==> config.mk <==
export PLATFORM = sky130hd
export DESIGN_NAME = ascon_perm_scheduler
export DESIGN_NICKNAME = d
export VERILOG_FILES = /design/src/rtl/ascon_perm_scheduler.sv
export SDC_FILE = /design/constraint.sdc
export NUM_CORES = 1
export LEC_CHECK = 0
export CORE_UTILIZATION = 39
export DETAILED_ROUTE_END_ITERATION = 7
export PLACE_DENSITY = 0.68
export SYNTH_ARGS = -nofsm -noshare
export SYNTH_HDL_FRONTEND = slang
export SYNTH_SLANG_ARGS = --single-unit
==> constraint.sdc <==
create_clock -name clk -period 2.6 [get_ports clk]
set_clock_uncertainty 0.15 [all_clocks]
set_input_delay 0.65 -clock clk [delete_from_list [all_inputs] [get_ports clk]]
set_output_delay 0.65 -clock clk [all_outputs]
set_load 0.1 [all_outputs]
==> src/rtl/ascon_perm_scheduler.sv <==
// Round-robin scheduler sharing one Ascon permutation datapath between two requesters.
// Grant is combinational in IDLE; a granted permutation runs n cycles, then a done pulse and one idle gap.
module ascon_perm_scheduler #(
  parameter int ROUNDS_A = 12,
  parameter int ROUNDS_B = 6
) (
  input  logic       clk,
  input  logic       rst,
  input  logic       req0_valid,
  input  logic       req0_sel_b,
  output logic       req0_ready,
  output logic       req0_done,
  input  logic       req1_valid,
  input  logic       req1_sel_b,
  output logic       req1_ready,
  output logic       req1_done,
  output logic       perm_start,
  output logic [4:0] perm_round,
  output logic [3:0] perm_rc_idx,
  output logic       perm_first,
  output logic       perm_last,
  output logic       perm_owner,
  output logic       busy
);

  localparam logic [1:0] S_IDLE = 2'd0;
  localparam logic [1:0] S_RUN  = 2'd1;
  localparam logic [1:0] S_DONE = 2'd2;

  localparam logic [4:0] N_A = 5'(ROUNDS_A);
  localparam logic [4:0] N_B = 5'(ROUNDS_B);

  logic [1:0] state;
  logic       owner;
  logic       last_grant;
  logic [4:0] n_rounds;
  logic [4:0] round;
  logic       gnt0;
  logic       gnt1;
  logic       xfer;
  logic       win_sel_b;
  logic       in_run;
  logic       at_last;
  logic [3:0] rc_idx;

  // On a tie the requester that was not granted last wins.
  always_comb begin
    gnt0 = 1'b0;
    gnt1 = 1'b0;
    if (state == S_IDLE && rst) begin
      if (req0_valid && req1_valid) begin
        if (last_grant) gnt0 = 1'b1;
        else            gnt1 = 1'b1;
      end else if (req0_valid) begin
        gnt0 = 1'b1;
      end else if (req1_valid) begin
        gnt1 = 1'b1;
      end
    end
  end

  assign xfer      = gnt0 | gnt1;
  assign win_sel_b = gnt1 ? req1_sel_b : req0_sel_b;
  assign in_run    = (state == S_RUN);
  assign at_last   = (round == n_rounds - 5'd1);

  always_ff @(posedge clk) begin
    if (!rst) begin
      state      <= S_IDLE;
      owner      <= 1'b0;
      last_grant <= 1'b1;
      n_rounds   <= 5'd0;
      round      <= 5'd0;
    end else begin
      case (state)
        S_IDLE: begin
          if (xfer) begin
            state      <= S_RUN;
            owner      <= gnt1;
            last_grant <= gnt1;
            n_rounds   <= win_sel_b ? N_B : N_A;
            round      <= 5'd0;
          end
        end
        S_RUN: begin
          if (at_last) begin
            state <= S_DONE;
            round <= 5'd0;
          end else begin
            round <= round + 5'd1;
          end
        end
        S_DONE:  state <= S_IDLE;
        default: state <= S_IDLE;
      endcase
    end
  end

  // Result never exceeds 11, so 4-bit wraparound arithmetic is exact.
  assign rc_idx = 4'd12 - n_rounds[3:0] + round[3:0];

  assign req0_ready  = gnt0;
  assign req1_ready  = gnt1;
  assign req0_done   = (state == S_DONE) && !owner;
  assign req1_done   = (state == S_DONE) && owner;
  assign perm_start  = in_run;
  assign perm_round  = round;
  assign perm_rc_idx = in_run ? rc_idx : 4'd0;
  assign perm_first  = in_run && (round == 5'd0);
  assign perm_last   = in_run && at_last;
  assign perm_owner  = owner;
  assign busy        = (state != S_IDLE);

endmodule

# Word-level counts from Yosys, hierarchy flattened
# Cells that the tools add are included.
[totals]
elab_cells = 47
ff_bits = 14
out_inout_bits = 18
[classes]
addsub = 4
bitwise_logic = 1
n_mux = 18
n_reduce_logical = 14
eq_ne = 5
[ops]
columns = ["op", "n"]
rows = [
  ["$mux 1", 10],
  ["$mux 5", 2],
  ["$pmux 5 s2", 1],
  ["$mux 4", 2],
  ["$logic_and 1x1->1", 6],
  ["$reduce_and 2->1", 3],
  ["$add 5x1->5 const B", 1],
  ["$eq 5x5->1", 1],
  ["$logic_not 5->1", 1],
  ["$sub 5x1->5 const B", 1],
  ["$add 4x4->4", 1],
  ["$mux 2", 2],
  ["$pmux 2 s2", 1],
  ["$reduce_bool 2->1", 2],
  ["$sub 4x4->4 const A", 1],
  ["$eq 2x1->1 const B", 1],
  ["$eq 2x2->1 const B", 1],
  ["$logic_not 2->1", 1],
  ["$ne 2x1->1 const B", 1],
  ["$ne 2x2->1 const B", 1],
  ["$logic_not 1->1", 1],
  ["$or 1x1->1", 1],
]

# Logic depth before layout (Yosys ltp)
# Gate-level depths: netlist of run 1.
[logic_depth]
depth_word = 7
mapped_depth = 7
ltp_nobuf = 7

# Worst setup path before layout of run 1
# OpenSTA, ideal clock, no wires.
[synth_path]
kind = "reg2out"
startpoint = "register round[2] (netlist: perm_round[2])"
endpoint = "output perm_rc_idx[3]"
required_time_ns = 1.800
path_slack_ns = -1.669
t_arrival_ns = 3.469
n_path_buf = 0
path_stages_with_launch = 8
cell_sequence = "dfxtp_1 -> inv_1 -> ha_1 -> inv_1 -> fa_1 -> xnor2_1 -> xnor2_1 -> nor2_1"
[synth_via]
elab_chain_len = 2
[synth_rtl]
columns = ["item", "line", "source"]
rows = [
  ["from (decl)", "37", "logic [4:0] round;"],
  ["from (signal assigned)", "90", "round <= round + 5'd1;"],
  ["$add 4x4->4", "100", "assign rc_idx = 4'd12 - n_rounds[3:0] + round[3:0];"],
  ["$mux 4", "108", "assign perm_rc_idx = in_run ? rc_idx : 4'd0;"],
  ["to (decl)", "19", "output logic [3:0] perm_rc_idx,"],
]
# No other way between the ends.

# Final worst setup path of run 1
[layout_path]
startpoint = "register round[1] (netlist: perm_round[1])"
endpoint = "output perm_rc_idx[3]"
# Same word-level chain as after synthesis.

==> impl_metrics.toml, run 1 <==
[global_routing]
grt_max_degree = 9
grtUsageTotal_pct = 22.1
grt_pass1_wl_um = 3500
first_global_vias = 801
antenna_found_initial = 0
grt_overflow = 0

[timing]
finalCriticalPeriod_ns = 2.74
setup_tns_ns = -0.161
setup_viol = 3
hold_viol_final = 0
fin_ws_ns = -0.143
rsz0062_at_grt = "yes"
timing.final.crit_share_pct = 106
max_freq_mhz = 365
slew_headroom_pct = 65.2
whs_ns = 0.388
report.final.slew_viol_count = 0
tightest_slew_ns = 0.518

[placed_design]
placed_cells = 153
hpwl_um = 1710
routabilityCongestion = 0.829
place.port_buffers = 23
dpl-instance-area_um2 = 1300

[logic_synthesis]
ys_ff_latch = 12
synth_most_common_cell = "dfxtp_1"
synthCells = 100
synthTopCellsByCount = "12 x dfxtp_1, 10 x nor2_1, 9 x inv_1"
syn_nets = 112
async_reset_ff_share_pct = 0
synth_area_um2 = 823
ys_types = 33
synth_top_cells_by_area = "dfxtp_1 29%, ha_1 7.6%, nor2_1 4.6%"
netlist.area_leader.share_pct = 29.2
synth_largest_area_cell = "dfxtp_1"
ys_warn_count = 0
postSynthAreaPerCell_um2 = 8.23
yosysSeqAreaShare_pct = 29.2
synthFlopType = "dfxtp_1"
synth_edf_count = 0

[pwr]
p_seq_share_pct = 26.0
p_clk_share_pct = 19.3
ir_drop_mv = 0.510
p_per_area_nw_per_um2 = 593
p_int_uw = 456
p_sw_uw = 380
p_total_uw = 836
swShare_pct = 45.5
comb_power_share_pct = 54.7
p_leak_uw = 0.000600

[routing]
vias_per_cell = 5.21
drt_iter0_drc = 9
drc = 0
vias = 855
final_antenna_net_count = 0
drtPass1Iterations = 4
wl_per_cell_um = 13.6
wl_um = 2220

[floorplan]
coreArea_um2 = 1980
die_width_um = 47.9
die_area_um2 = 2300
start_util_pct = 41.5
ios = 24
chipHeight_um = 47.9
num_rows = 16

[cts]
htreeDepth = 1
cts.sinks = 12
cts_buffer_depth = 2
cts_root_buf = "clkbuf_4"
cts.clk_slew.worst_paths_ns = 0.09
clock_latency_ns = 0.29
cts_tree = "yes"
numCtsBuffers = 3
cts_hold_buf = 0

[worst_setup_path]
endpoint_kind = "output port"
crit_path_max_fanout = 6
crit_type = "reg -> out"
critPathArrivalTime_ns = 1.94
cp.required_ns = 1.80
startpoint_type = "flip-flop"
r2r_cells = 7

[finish]
area_delta_synth_final_pct = 71.1
drive_gt1_share_pct = 47.4
finalInstanceArea_um2 = 1410
fin_cells = 164
insertedDiodeCount = 0
nets = 150

[hold_path]
hold_depth = 2
holdCritPathClass = "reg -> reg"

[job]
maxCapViolations = 0

[status]
outcome = "finished with violations"
violations = "negative setup slack"
-- repair_timing --
action / in CTS / in global routing
pin swaps: 5 / 2
gates resized for setup: 4 / 1
endpoints found under the setup margin: 3 / 3
setup buffers: 4 / 3
-- state kept, by name (all words and copies together) (netlist names) --
name and count:
last_grant 1, perm_round 5, n_rounds 3, perm_owner 1
state 2
-- worst max-delay path: stages, from the launching register on --
cell     delay, ns
dfxtp_4       0.38
ha_4          0.27
fa_2          0.41
xnor2_2       0.16
xnor2_2       0.15
nor2_4        0.11
buf_12        0.18
-- metal layers --
metal  wire [um]  global-route usage (%)
met3          82                    6.42
met2        1200                    36.2
met4          51                    10.6
met5           0                       0
met1         894                    26.4
-- layout by cell type, fill, tap and decap left out, types with 2 or more instances in the layout --
master | netlist | final
a21o_1 | 3 | 3
nand2_1 | 8 | 7
xnor2_2 | 0 | 2
ha_4 | 0 | 2
nand2b_1 | 5 | 5
inv_2 | 0 | 2
o211ai_1 | 2 | 2
nor2_4 | 0 | 2
dfxtp_2 | 0 | 3
dfxtp_4 | 0 | 4
ha_1 | 5 | 3
clkdlybuf4s50_1 | 0 | 5
a21oi_1 | 4 | 4
nor2_2 | 0 | 2
o21ai_0 | 6 | 6
nor2_1 | 10 | 6
xor2_1 | 3 | 2
buf_4 | 0 | 22
clkbuf_4 | 0 | 3
buf_12 | 0 | 10
inv_1 | 9 | 5
nor3_1 | 4 | 3
dfxtp_1 | 12 | 5
o21a_1 | 3 | 3
nand3_1 | 2 | 2
-- power by group through the flow --
| stage | Sequential, uW | Combinational, uW | Clock [uW] |
|---|---|---|---|
| after CTS | 217 | 451 | 165 |
| after floorplan | 247 | 273 | 0 |
| after global placement | 220 | 434 | 0 |
| final | 217 | 457 | 161 |
| after global routing | 221 | 480 | 172 |
| after detailed placement | 221 | 442 | 0 |
-- layout make-up --
| cell class | count | area, um2 |
|---|---|---|
| clock buffers | 4 | 36.3 |
| fillers | 138 | 573 |
| inverters | 9 | 40.0 |
| multi-input cells | 75 | 624 |
| flip-flops and latches | 12 | 259 |
| well taps | 27 | 33.8 |
| repair buffers | 37 | 415 |
-- per-stage QoR --
step | worst slack, ns | utilization [%]
6_report | -0.143 | 71.1
5_1_grt | -0.192 | 71.1
4_1_cts | -0.151 | 69.6
3_5_place_dp | 0.0883 | 65.5
3_3_place_gp | 0.108 | 65.5
2_1_floorplan | -0.263 | -
-- cells by family (layout without fill, tap and decap cells) --
logic type,count (synthesis),in the layout,synth area share [%]
AND/OR/NAND/NOR,39,39,25.7
buffers and inverters,13,50,6.99
AO/OA/AOI/OAI,23,23,19.0
flip-flops,12,12,29.2
XOR/XNOR,7,7,9.12
adder cells (fa/ha/maj),6,6,10.0
-- worst paths after layout --
path / start / end / slack (ns)
worst max-delay path: perm_round[1] / perm_rc_idx[3] / -0.14
worst max register to register: n_rounds[2] / perm_round[1] / 0.74
worst min register to register: perm_round[4] / perm_round[4] / 0.39
worst min-delay path: perm_round[4] / perm_round[4] / 0.39
Note: power is estimated with default switching activity, not from simulation.
==> run 2, diff against run 1 <==
--- a/config.mk
+++ b/config.mk
@@ -5,6 +5,7 @@
 export SDC_FILE = /design/constraint.sdc
 export NUM_CORES = 1
 export LEC_CHECK = 0
+export CORE_ASPECT_RATIO = 0.9
 export CORE_UTILIZATION = 39
 export DETAILED_ROUTE_END_ITERATION = 7
 export PLACE_DENSITY = 0.68
==> impl_metrics.toml, run 2 (same netlist as run 1, synthesis figures left out) <==
[finish]
layout_common_cells = "22 x buf_4, 10 x buf_12, 7 x nand2_1, 6 x nor2_1, 6 x o21ai_0"
area_delta_synth_final_pct = 73.1
finalInstanceArea_um2 = 1430
fillers = 140
drive_gt1_share_pct = 48.6
insertedDiodeCount = 0
fin_util_pct = 73.0
final_common_cell = "buf_4"
nets = 151
largest_reg_flops = 5

[global_routing]
use_met2_pct = 36.8
grt_pass1_wl_um = 3610
grt_overflow = 0
busiest_layer = "met2"
antenna_found_initial = 0
global_route.usage.met3_pct = 6.33
first_global_vias = 756
grtUsageTotal_pct = 21.8
grtUsageMet1_pct = 27.7
grt_max_degree = 11

[placed_design]
hpwl_um = 1620
routabilityCongestion = 0.788
dpl-instance-area_um2 = 1280
pre_cts_ws_ns = 0.0279
place.port_buffers = 23

[worst_setup_path]
crit_type = "reg -> out"
cp.required_ns = 1.80
r2r_slack_ns = 0.63
endpoint_kind = "output port"
r2r_cells = 9
reg2reg_to = "perm_round[1]"
cpMaxStageDelayCell = "dfxtp_4"
cp-startpoint = "perm_round[2]"
setup.worst_path.end = "perm_rc_idx[3]"
critPathArrivalTime_ns = 1.96
max_stage_delay_ns = 0.37
crit_top_cell = "xnor2_2"
crit_chain = "inv_4 -> ha_4 -> inv_2 -> fa_2 -> xnor2_2 -> xnor2_2 -> nor2_4 -> buf_12"
startpoint_type = "flip-flop"
crit_path_max_fanout = 2
rr_startpoint = "n_rounds[1]"

[floorplan]
coreArea_um2 = 1950
ios = 24
start_util_pct = 42.2
die_width_um = 50.4
die_area_um2 = 2300
chipHeight_um = 45.6
num_rows = 15

[timing]
fin_ws_ns = -0.161
tightest_slew_ns = 0.520
timing.final.crit_share_pct = 106
setup_viol = 2
setup_tns_ns = -0.207
rsz0062_at_grt = "yes"
max_freq_mhz = 362
hold_viol_final = 0
report.final.slew_viol_count = 0
slew_headroom_pct = 65.1
finalCriticalPeriod_ns = 2.76

[cts]
clock_latency_ns = 0.28
cts.clk_slew.worst_paths_ns = 0.08
cts_buffer_depth = 2
cts_root_buf = "clkbuf_4"
htreeDepth = 1
cts.sinks = 12
cts_hold_buf = 0
cts_tree = "yes"
numCtsBuffers = 3

[pwr]
p_per_area_nw_per_um2 = 567
p_leak_uw = 0.000599
p_total_uw = 808
ir_drop_mv = 0.475

[hold_path]
min_from = "perm_round[3]"
holdCritPathClass = "reg -> reg"

[routing]
final_antenna_net_count = 0
drc = 0
vias_per_cell = 5.28
wl_per_cell_um = 14.2
drt_iter0_drc = 27
wl_um = 2310
drtPass1Iterations = 4
vias = 860

[status]
outcome = "finished with violations"
violations = "negative setup slack"

[job]
maxCapViolations = 0
==> run 2: cell types whose count changed in the layout (fill, tap and decap cells not counted) <==
cell,change
ha_1,-1
dfxtp_4,+1
ha_4,+1
inv_1,-1
clkbuf_8,-1
dfxtp_2,-1
buf_6,+1
inv_4,+1
clkbuf_1,+1
==> run 2: critical path, delay by kind of cell, from the launching register on <==
family / cells / cell delay (ns)
and+or+nand+nor: 1 / 0.13
DFF: 1 / 0.37
xor gates and xnor gates: 2 / 0.32
adders and majority gates: 2 / 0.60
buffers and inverters: 3 / 0.25
==> run 2: report_power, final <==
group          switching [uW]  internal [uW]  total, uW
clock network            64.3           59.6        124
logic                     287            180        468
registers                21.5            195        217
==> run 2: metal layers <==
layer  wire (um)  up-vias
li1            -      420
met1        1010      407
met2        1150       27
met3         124        6
met4          34        0
met5           0        -
==> run 2: cell type report <==
class | instances | area [um2] | share of cell area [%]
Sequential cell | 12 | 262 | 18.3
Inverter | 9 | 42.5 | 2.99
Tap cell | 25 | 31.3 | 2.19
Multi-Input combinational cell | 75 | 637 | 44.7
Clock buffer | 4 | 26.3 | 1.84
Timing Repair Buffer | 38 | 427 | 29.9
==> run 2: worst min path at each step <==
stage	depth (start not counted)	slack [ns]	to
final	2	0.39	perm_round[3]
after global routing	2	0.42	perm_round[4]
after CTS	2	0.39	perm_round[3]
after detailed placement	2	0.36	n_rounds[1]
after global placement	2	0.36	n_rounds[1]
after floorplan	2	0.32	n_rounds[1]
==> run 2: stage by stage <==
step | std cells | hold WS [ns]
5_1_grt | 163 | 0.415
4_1_cts | 162 | 0.395
6_report | 163 | 0.392
3_5_place_dp | 149 | 0.364
3_3_place_gp | 149 | 0.359
2_1_floorplan | 100 | 0.325
==> run 2: what timing repair did <==
item	4_1_cts	5_1_grt
pin swaps	7	4
setup endpoints to repair	3	4
gates resized for setup	6	4
buffers inserted	9	1
